<file path="config.mk">
export PLATFORM = sky130hd
export DESIGN_NAME = uart_rx_fifo
export DESIGN_NICKNAME = d
export VERILOG_FILES = /design/src/rtl/uart_rx_fifo.sv
export SDC_FILE = /design/constraint.sdc
export NUM_CORES = 1
export LEC_CHECK = 0
export ABC_AREA = 1
export CORE_MARGIN = 5
export CORE_UTILIZATION = 50
export CTS_CLUSTER_SIZE = 8
export DETAILED_ROUTE_END_ITERATION = 16
export PLACE_DENSITY = 0.72
export SLEW_MARGIN = 10
export SYNTH_ARGS = -nofsm -noshare
export SYNTH_HDL_FRONTEND = slang
export SYNTH_SLANG_ARGS = --single-unit
</file>
<file path="constraint.sdc">
create_clock -name clk -period 2.5 [get_ports clk]
set_input_delay 0.25 -clock clk [delete_from_list [all_inputs] [get_ports clk]]
set_output_delay 0.25 -clock clk [all_outputs]
set_load 0.03 [all_outputs]
</file>
<file path="src/rtl/uart_rx_fifo.sv">
// ---------------------------------------------------------------------------
// uart_rx_fifo
//   8N1 UART receiver feeding a small first-word-fall-through receive FIFO.
//   Bit timing comes straight from the uart_freq divisor register, clamped
//   to MIN_DIV and latched at the start of every frame.
//
// Optional build macro: UART_RX_PARITY_EN
//   Defined   -> a PARITY state (even parity) follows bit 7 and the
//                parity_err output port is added; bad-parity bytes are dropped.
//   Undefined -> pure 8N1, no parity_err port.
//
// Ports:
//   clk        system clock
//   reset      synchronous, active-high reset
//   uart_freq  clocks per UART bit (divisor)
//   rx         asynchronous serial input, idle high
//   rd_en      pop request; ignored while the FIFO is empty
//   rd_data    FIFO head byte, 0 when empty
//   rd_valid   FIFO not empty
//   busy       receiver is mid-frame
//   frame_err  one-cycle pulse when the stop bit samples low
//   overrun    sticky, a received byte was lost to a full FIFO
//   ovr_clr    clears overrun (a coincident set wins)
//   parity_err (parity build only) one-cycle pulse on parity mismatch
// ---------------------------------------------------------------------------
module uart_rx_fifo #(
  parameter int unsigned FIFO_DEPTH = 4,
  parameter int unsigned MIN_DIV    = 4
) (
  input  logic        clk,
  input  logic        reset,
  input  logic [31:0] uart_freq,
  input  logic        rx,
  input  logic        rd_en,
  output logic [7:0]  rd_data,
  output logic        rd_valid,
  output logic        busy,
  output logic        frame_err,
  output logic        overrun,
  input  logic        ovr_clr
`ifdef UART_RX_PARITY_EN
  ,
  output logic        parity_err
`endif
);

  localparam int unsigned AW = (FIFO_DEPTH > 2) ? $clog2(FIFO_DEPTH) : 1;

  typedef enum logic [2:0] {
    S_IDLE,
    S_START,
    S_DATA,
`ifdef UART_RX_PARITY_EN
    S_PARITY,
`endif
    S_STOP
  } state_t;

  state_t      r_state;
  state_t      w_state_nxt;

  logic        r_sync1;
  logic        r_rx_s;
  logic [31:0] r_cnt;
  logic [31:0] r_div_q;
  logic [2:0]  r_idx;
  logic [7:0]  r_shift;
`ifdef UART_RX_PARITY_EN
  logic        r_par;
`endif

  logic [7:0]  r_mem [FIFO_DEPTH];
  logic [AW-1:0] r_head;
  logic [AW-1:0] r_tail;
  logic [AW:0]   r_count;
  logic          r_overrun;

  logic [31:0] w_div;
  logic        w_tick;
  logic        w_stop_smp;
  logic        w_par_bad;
  logic        w_push;
  logic        w_pop;
  logic        w_full;
  logic        w_wr;
  logic        w_ovf;

  // ---------------------------------------------------------------- sync
  always_ff @(posedge clk) begin
    if (reset) begin
      r_sync1 <= 1'b1;
      r_rx_s  <= 1'b1;
    end else begin
      r_sync1 <= rx;
      r_rx_s  <= r_sync1;
    end
  end

  assign w_div  = (uart_freq < 32'(MIN_DIV)) ? 32'(MIN_DIV) : uart_freq;
  assign w_tick = (r_cnt == '0);

  // ---------------------------------------------------------------- FSM state register
  always_ff @(posedge clk) begin
    if (reset) r_state <= S_IDLE;
    else       r_state <= w_state_nxt;
  end

  // ---------------------------------------------------------------- FSM next state
  always_comb begin
    w_state_nxt = r_state;
    case (r_state)
      S_IDLE:   if (!r_rx_s) w_state_nxt = S_START;
      S_START:  if (w_tick) w_state_nxt = r_rx_s ? S_IDLE : S_DATA;
`ifdef UART_RX_PARITY_EN
      S_DATA:   if (w_tick && (r_idx == 3'd7)) w_state_nxt = S_PARITY;
      S_PARITY: if (w_tick) w_state_nxt = S_STOP;
`else
      S_DATA:   if (w_tick && (r_idx == 3'd7)) w_state_nxt = S_STOP;
`endif
      S_STOP:   if (w_tick) w_state_nxt = S_IDLE;
      default:  w_state_nxt = S_IDLE;
    endcase
  end

  // ---------------------------------------------------------------- FSM outputs
`ifdef UART_RX_PARITY_EN
  assign w_par_bad = ^{r_shift, r_par};
`else
  assign w_par_bad = 1'b0;
`endif

  always_comb begin
    busy       = (r_state != S_IDLE);
    w_stop_smp = (r_state == S_STOP) && w_tick && !reset;
    w_push     = w_stop_smp && r_rx_s && !w_par_bad;
    frame_err  = w_stop_smp && !r_rx_s;
`ifdef UART_RX_PARITY_EN
    parity_err = w_stop_smp && w_par_bad;
`endif
  end

  // ---------------------------------------------------------------- bit timing / shift datapath
  always_ff @(posedge clk) begin
    if (reset) begin
      r_cnt   <= '0;
      r_div_q <= '0;
      r_idx   <= '0;
      r_shift <= '0;
`ifdef UART_RX_PARITY_EN
      r_par   <= 1'b0;
`endif
    end else begin
      case (r_state)
        S_IDLE: begin
          if (!r_rx_s) begin
            // Half a bit to reach the middle of the start bit.
            r_cnt   <= (w_div >> 1) - 32'd1;
            r_div_q <= w_div;
          end
        end
        S_START: begin
          if (w_tick) begin
            r_cnt <= r_div_q - 32'd1;
            r_idx <= '0;
          end else begin
            r_cnt <= r_cnt - 32'd1;
          end
        end
        S_DATA: begin
          if (w_tick) begin
            r_shift <= {r_rx_s, r_shift[7:1]};
            r_cnt   <= r_div_q - 32'd1;
            r_idx   <= r_idx + 3'd1;
          end else begin
            r_cnt <= r_cnt - 32'd1;
          end
        end
`ifdef UART_RX_PARITY_EN
        S_PARITY: begin
          if (w_tick) begin
            r_par <= r_rx_s;
            r_cnt <= r_div_q - 32'd1;
          end else begin
            r_cnt <= r_cnt - 32'd1;
          end
        end
`endif
        S_STOP: begin
          if (!w_tick) r_cnt <= r_cnt - 32'd1;
        end
        default: r_cnt <= '0;
      endcase
    end
  end

  // ---------------------------------------------------------------- FIFO
  assign w_pop  = rd_en && (r_count != '0);
  assign w_full = (r_count == (AW+1)'(FIFO_DEPTH));
  // A pop in the same cycle frees the slot the push needs when full.
  assign w_wr   = w_push && (!w_full || w_pop);
  assign w_ovf  = w_push && w_full && !w_pop;

  always_ff @(posedge clk) begin
    if (w_wr) r_mem[r_tail] <= r_shift;
  end

  always_ff @(posedge clk) begin
    if (reset) begin
      r_head    <= '0;
      r_tail    <= '0;
      r_count   <= '0;
      r_overrun <= 1'b0;
    end else begin
      if (w_wr)  r_tail <= (r_tail == AW'(FIFO_DEPTH - 1)) ? '0 : r_tail + AW'(1);
      if (w_pop) r_head <= (r_head == AW'(FIFO_DEPTH - 1)) ? '0 : r_head + AW'(1);
      if (w_wr && !w_pop)      r_count <= r_count + (AW+1)'(1);
      else if (!w_wr && w_pop) r_count <= r_count - (AW+1)'(1);
      if (w_ovf)        r_overrun <= 1'b1;
      else if (ovr_clr) r_overrun <= 1'b0;
    end
  end

  always_comb begin
    rd_valid = (r_count != '0);
    rd_data  = rd_valid ? r_mem[r_head] : '0;
    overrun  = r_overrun;
  end

endmodule
</file>
======== Yosys cells after proc, flatten, opt, wreduce, memory -nomap -nowiden ========
Memories as Yosys holds them, arrays and structs flattened. A register that Yosys moved wholly into a read port is not among the register bits.
Index checks and enable logic that the tools add are counted.
operators by class
  add/sub/neg operators ................... 8
  multipliers ............................. 0
  divide/modulo/power cells ............... 0
  magnitude comparators ................... 1
  equality and inequality tests ........... 13
  shift-type cells ........................ 0
  multiplexer cells ....................... 24
  bitwise gates (word level) .............. 1
  reduce and logical (&&, ||, !) cells .... 30
operator list
  kind                                                                           number
  32-bit 2-to-1 mux                                                              4
  32-bit one-hot mux with 3 select lines                                         1
  32-bit by 1-bit subtractor with 32-bit output, second input constant           2
  32-bit zero test                                                               1
  32-bit by 3-bit less-than comparator with 1-bit output, second input constant  1
  31-bit by 1-bit subtractor with 32-bit output, second input constant           1
  3-bit 2-to-1 mux                                                               7
  2-bit inequality test, second input constant                                   6
  3-bit one-hot mux with 4 select lines                                          1
  1-bit logical AND                                                              11
  2-bit 2-to-1 mux                                                               5
  8-bit 2-to-1 mux                                                               1
  3-bit by 1-bit adder with 3-bit output, second input constant                  2
  3-bit by 2-bit equality test with 1-bit output, second input constant          2
  3-bit equality test, second input constant                                     2
  3-bit one-hot mux with 2 select lines                                          1
  2-bit AND reduction                                                            3
  2-bit nonzero test                                                             3
  3-bit nonzero test                                                             2
  1-bit zero test                                                                5
  2-bit by 1-bit adder with 2-bit output, second input constant                  2
  2-bit equality test, second input constant                                     2
  1-bit 2-to-1 mux                                                               4
  4-bit AND reduction                                                            1
  7 further kinds                                                                7
word-level totals
  register bits after elaboration ......... 88
  latch bits .............................. 0
  memory bits (writable) .................. 32
  ROM bits ................................ 0
  bits of input ports ..................... 37
  output and inout port bits .............. 12
  memories ................................ 1
memory list
  memory  words  width  read ports  clocked after memory_dff  wr ports  line  RTL
  r_mem   4      8      1           1                         1         72    logic [7:0] r_mem [FIFO_DEPTH];

======== Logic depth before layout (Yosys ltp) ========
  word-level depth ........................ 9
  depth in mapped cells ................... 22

======== Worst setup path before layout ========
No wires, ideal clock.
  path type ............................... reg-to-reg
  start point ............................. reg r_cnt[0]
  end point ............................... reg r_count[2]
  library setup time ...................... 0.070 ns
  arrival time ............................ 2.716 ns
  data required time ...................... 2.430 ns
  setup slack ............................. -0.286 ns
  stages on the path, launching flop included .. 23
  buffers on the path ..................... 1
  cells stage by stage .................... dfxtp_1 > inv_1 > ha_1 > nand2_4 > nor2_8 > and2_4 > buf_8 > nand2_4 > nor2_4 > nand4_1 > nor2_1 > nand4_1 > nor2_1 > nand4_2 > inv_1 > ha_1 > inv_1 > fa_1 > nor2_1 > nor2_1 > nand2_1 > o21ai_0 > a21oi_1
on the way
  longest elaborated chain between the ends .. 8
  elaborated cells between the ends (all ways) .. 10
RTL lines
  item                                 line  RTL
  start: declaration                   64    logic [31:0] r_cnt;
  start signal: assignment             157   r_cnt <= (w_div >> 1) - 32'd1;
  start signal: assignment             163   r_cnt <= r_div_q - 32'd1;
  start signal: assignment             166   r_cnt <= r_cnt - 32'd1;
  32-bit zero test *                   100   assign w_tick = (r_cnt == '0);
  1-bit logical AND * (2 in a row)     134   w_stop_smp = (r_state == S_STOP) && w_tick && !reset;
  1-bit logical AND *                  135   w_push = w_stop_smp && r_rx_s && !w_par_bad;
  1-bit logical AND *                  200   assign w_wr = w_push && (!w_full || w_pop);
  via w_wr                             85    logic w_wr;
  1-bit zero test                      217   else if (!w_wr && w_pop) r_count <= r_count - (AW+1)'(1);
  1-bit logical AND                    217
  2-bit nonzero test (no source line)  n/a
  end signal: assignment               216   if (w_wr && !w_pop) r_count <= r_count + (AW+1)'(1);
  end signal: assignment               217
  end: declaration                     75    logic [AW:0] r_count;
Mark *: on every way through the listed nets, which the timed path passes. The rest lies on a longest branch.
A chain may end at the register's enable or synchronous reset.

======== Worst setup path in the final report ========
  start point ............................. reg r_cnt[1]
  end point ............................... reg r_count[2]
The elaborated chain is that of the path after synthesis.

==> reports/summary.txt <==
Outcome: complete, but fails checks
Failing checks: negative setup slack
Critical path cell sequence: inv_2 -> ha_4 -> nand2_4 -> nor2_8 -> and2_4 -> nand2_4 -> nor2_4 -> nand4_1 -> nor2_1 -> nand4_1 -> nor2_2 -> nand4_4 -> inv_2 -> ha_4 -> inv_2 -> fa_2 -> nor2_2 -> nor2_1 -> nand2_1 -> o21ai_1 -> a21oi_1
Antenna cells: 0
Via-per-instance ratio: 5.39
Drt drc: 0
Worst Tran Pin Value: 578 ps
Die ar.: 0.0182 mm2
Tot GR Track Use: 0.272
Worst Hold Class: input pin to flop
WP data arrival: 3150 ps
Crit end category: flop
CP startpoint kind: flop
Initial core utilization: 0.511
Hold-fix buffers, CTS: 0
Largest net degree at the start of global routing: 65
Routed Antenna Nets: 0
Fmax achieved: 358 MHz
Design Area, Final: 0.0103 mm2
Drt total wl: 24.4 mm
Total power draw: 0.0105 W
Post-synthesis sequential area ratio: 0.352
Leak pwr: 4.69 nW
Critical path's top delay family: simple AND/OR/NAND/NOR gates
Worst path bufs/invs: 3
Layout cells sized above 1: 0.210
Async SR Flop Fraction: 0
Crit path top cell by count: inv_2
Placed cell area: 0.00943 mm2
Final setup viols: 35
1st-iter DRT viols: 867
CTS tree: yes
Grt ovf: 0
Pins over their slew limit: 0
Yosys cell types: 49
Max-cap violations: 0
Synthesized instance count: 1156
Synth Flop Type: dfxtp_1
Syn Area/Cell: 6.74 um2
Nets@finish: 1395
DIE HEIGHT: 135 um
Final hold slack: 216 ps
Clock-pin transition on the worst setup and hold timing paths: 60 ps
Setup Skew: 9.73 ps
Pre-antenna DRT Iters: 6
PnR worst setup slack: -297 ps
Via count: 8434
Slew headroom: 0.615
Clk sinks: 121
Port bufs: 48
# IOs: 49
Clk buf depth: 2
Final Cycle Share: 1.12
Synth Net Count: 1211
Site Rows: 45
PD cells: 1010 mW/mm2
Global-route wire length before repair: 39.2 mm
Crit-path max cell delay: 340 ps
Vias in the first global route: 7798
Hold Fails Final Rpt: 0
Min cycle time layout: 2800 ps
Placed cells: 1515
Post-detail-place hpwl: 17.4 mm
Required @ worst endpoint: 2860 ps
Root Buffer: clkbuf_16
Antenna violations before repair: 0
Maximum vdd drop: 0.894 mV
H-tree Lvls: 4
Layout area overhead: 32.6%
Finished Layout Cells: 1564
Synth Cell Area: 0.00780 mm2
Synthesis Warnings: 0
Worst-Skew Late Latency: 430 ps
TNS Setup: -2540 ps
DR WL/cell: 15.6 um
Core Footprint: 0.0153 mm2
Num CTS Buffers: 17
Yosys reg bits: 121
Post-synth EDFFs: 32
Final Wtd Congestion: 0.976
Unrepaired setup endpoints after global routing: yes
Die width: 135 um
CP Class: flop to flop
Critical path's slowest cell: fa_2
CP Max Fanout: 2
-- cells by family (layout without fill, tap and decap cells) --
| group | count (synthesis) | after routing | synth area share |
|---|---|---|---|
| buffers and inverters | 150 | 347 | 0.0766 |
| XOR/XNOR | 48 | 48 | 0.0539 |
| adder cells (fa/ha/maj) | 18 | 18 | 0.0299 |
| AND/OR/NAND/NOR | 592 | 592 | 0.332 |
| AO/OA/AOI/OAI | 227 | 227 | 0.156 |
| flip-flops | 121 | 121 | 0.352 |
-- layout make-up --
class	instances	area, um2
Sequential cell	121	2750
Timing Repair Buffer	204	1710
Inverter	111	425
Clock buffer	18	429
Fill cell	1278	4920
Clock inverter	14	113
Tap cell	211	264
Multi-Input combinational cell	885	4650
-- stage by stage --
stage	setup WS, ps	util
2_1_floorplan	-139	-
3_3_place_gp	-387	0.618
3_5_place_dp	-531	0.618
4_1_cts	-266	0.661
5_1_grt	-529	0.677
6_report	-297	0.677
-- report_power, final --
group | switching (W) | total (W) | leakage, nW | internal [W]
registers | 0.000226 | 0.00246 | 1.08 | 0.00223
clock network | 0.00101 | 0.00230 | 0.265 | 0.00129
logic | 0.00344 | 0.00569 | 3.34 | 0.00226
total | 0.00467 | 0.0105 | 4.69 | 0.00578
-- metal layers --
metal	track usage	vias up	part of all wire	wire (um)
li1	-	4195	-	-
met1	0.369	3853	0.43	10600
met2	0.429	337	0.46	11200
met3	0.0663	49	0.079	1920
met4	0.0843	0	0.026	641
met5	0	-	0	0
-- tightest hold or removal path, delay by kind of cell --
kind / cells / cell delay (ps)
compound gates: 1 / 50
buf+inv: 3 / 290
-- synth_stat cells (8+ instances only) --
cell      count  share of area
or2_2         8         0.0064
nor2_1      183          0.088
xnor2_1      14          0.016
clkbuf_1     25          0.012
o21ai_0      73          0.047
dfxtp_1      89           0.23
nor3_1       10         0.0064
o211ai_1     15          0.014
nand4_1      22          0.018
xor2_1       34          0.038
ha_1         17          0.027
edfxtp_1     32           0.12
nor2_2        9         0.0072
o21ai_1      24          0.015
a21oi_1     105          0.067
inv_1        94          0.045
nand3_1      88          0.056
inv_2        13         0.0063
nand2_1     250           0.12
buf_2         9         0.0058
-- timing repair --
action                     CTS  global route
hold endpoints to repair     0             0
pin swaps                    9            20
setup endpoints to repair   12            53
resized for setup           16            62
setup buffers                8             9
-- cells in the final DEF (no fill, tap or decap), types with 3 or more instances in the layout --
master and instances:
nand2_1 240, nor2_1 167, buf_4 150, a21oi_1 102
nand3_1 87, dfxtp_1 87, inv_1 84, o21ai_0 71
xor2_1 34, edfxtp_1 32, clkdlybuf4s50_1 31, o21ai_1 26
nand4_1 22, inv_2 21, nor2_2 19, clkbuf_16 17
o211ai_1 15, ha_1 15, xnor2_1 14, dlymetal6s2s_1 13
nor2_4 10, nand2_2 9, nor3_1 9, or2_2 8
buf_6 7, inv_6 6, nand2_4 4, clkinv_1 4
a21oi_2 3, clkinvlp_4 3, clkinv_4 3
-- final timing paths --
kind | startpoint | to | slack [ps] | cells after the start
min | uart_freq[17] | r_div_q[17] | 220 | 4
min reg2reg | r_sync1 | r_rx_s | 410 | 1
max | r_cnt[1] | r_count[2] | -300 | 21
max reg2reg | r_cnt[1] | r_count[2] | -300 | 21
-- sequential cells by signal, indices dropped and copies added, names as in the netlist, named ones only --
signal   flops
r_cnt       32
r_head       2
r_mem       32
r_shift      8
r_state      2
overrun      1
r_tail       2
r_count      3
r_idx        3
r_sync1      1
r_div_q     32
r_rx_s       1
(Power assumes the default switching activity.)
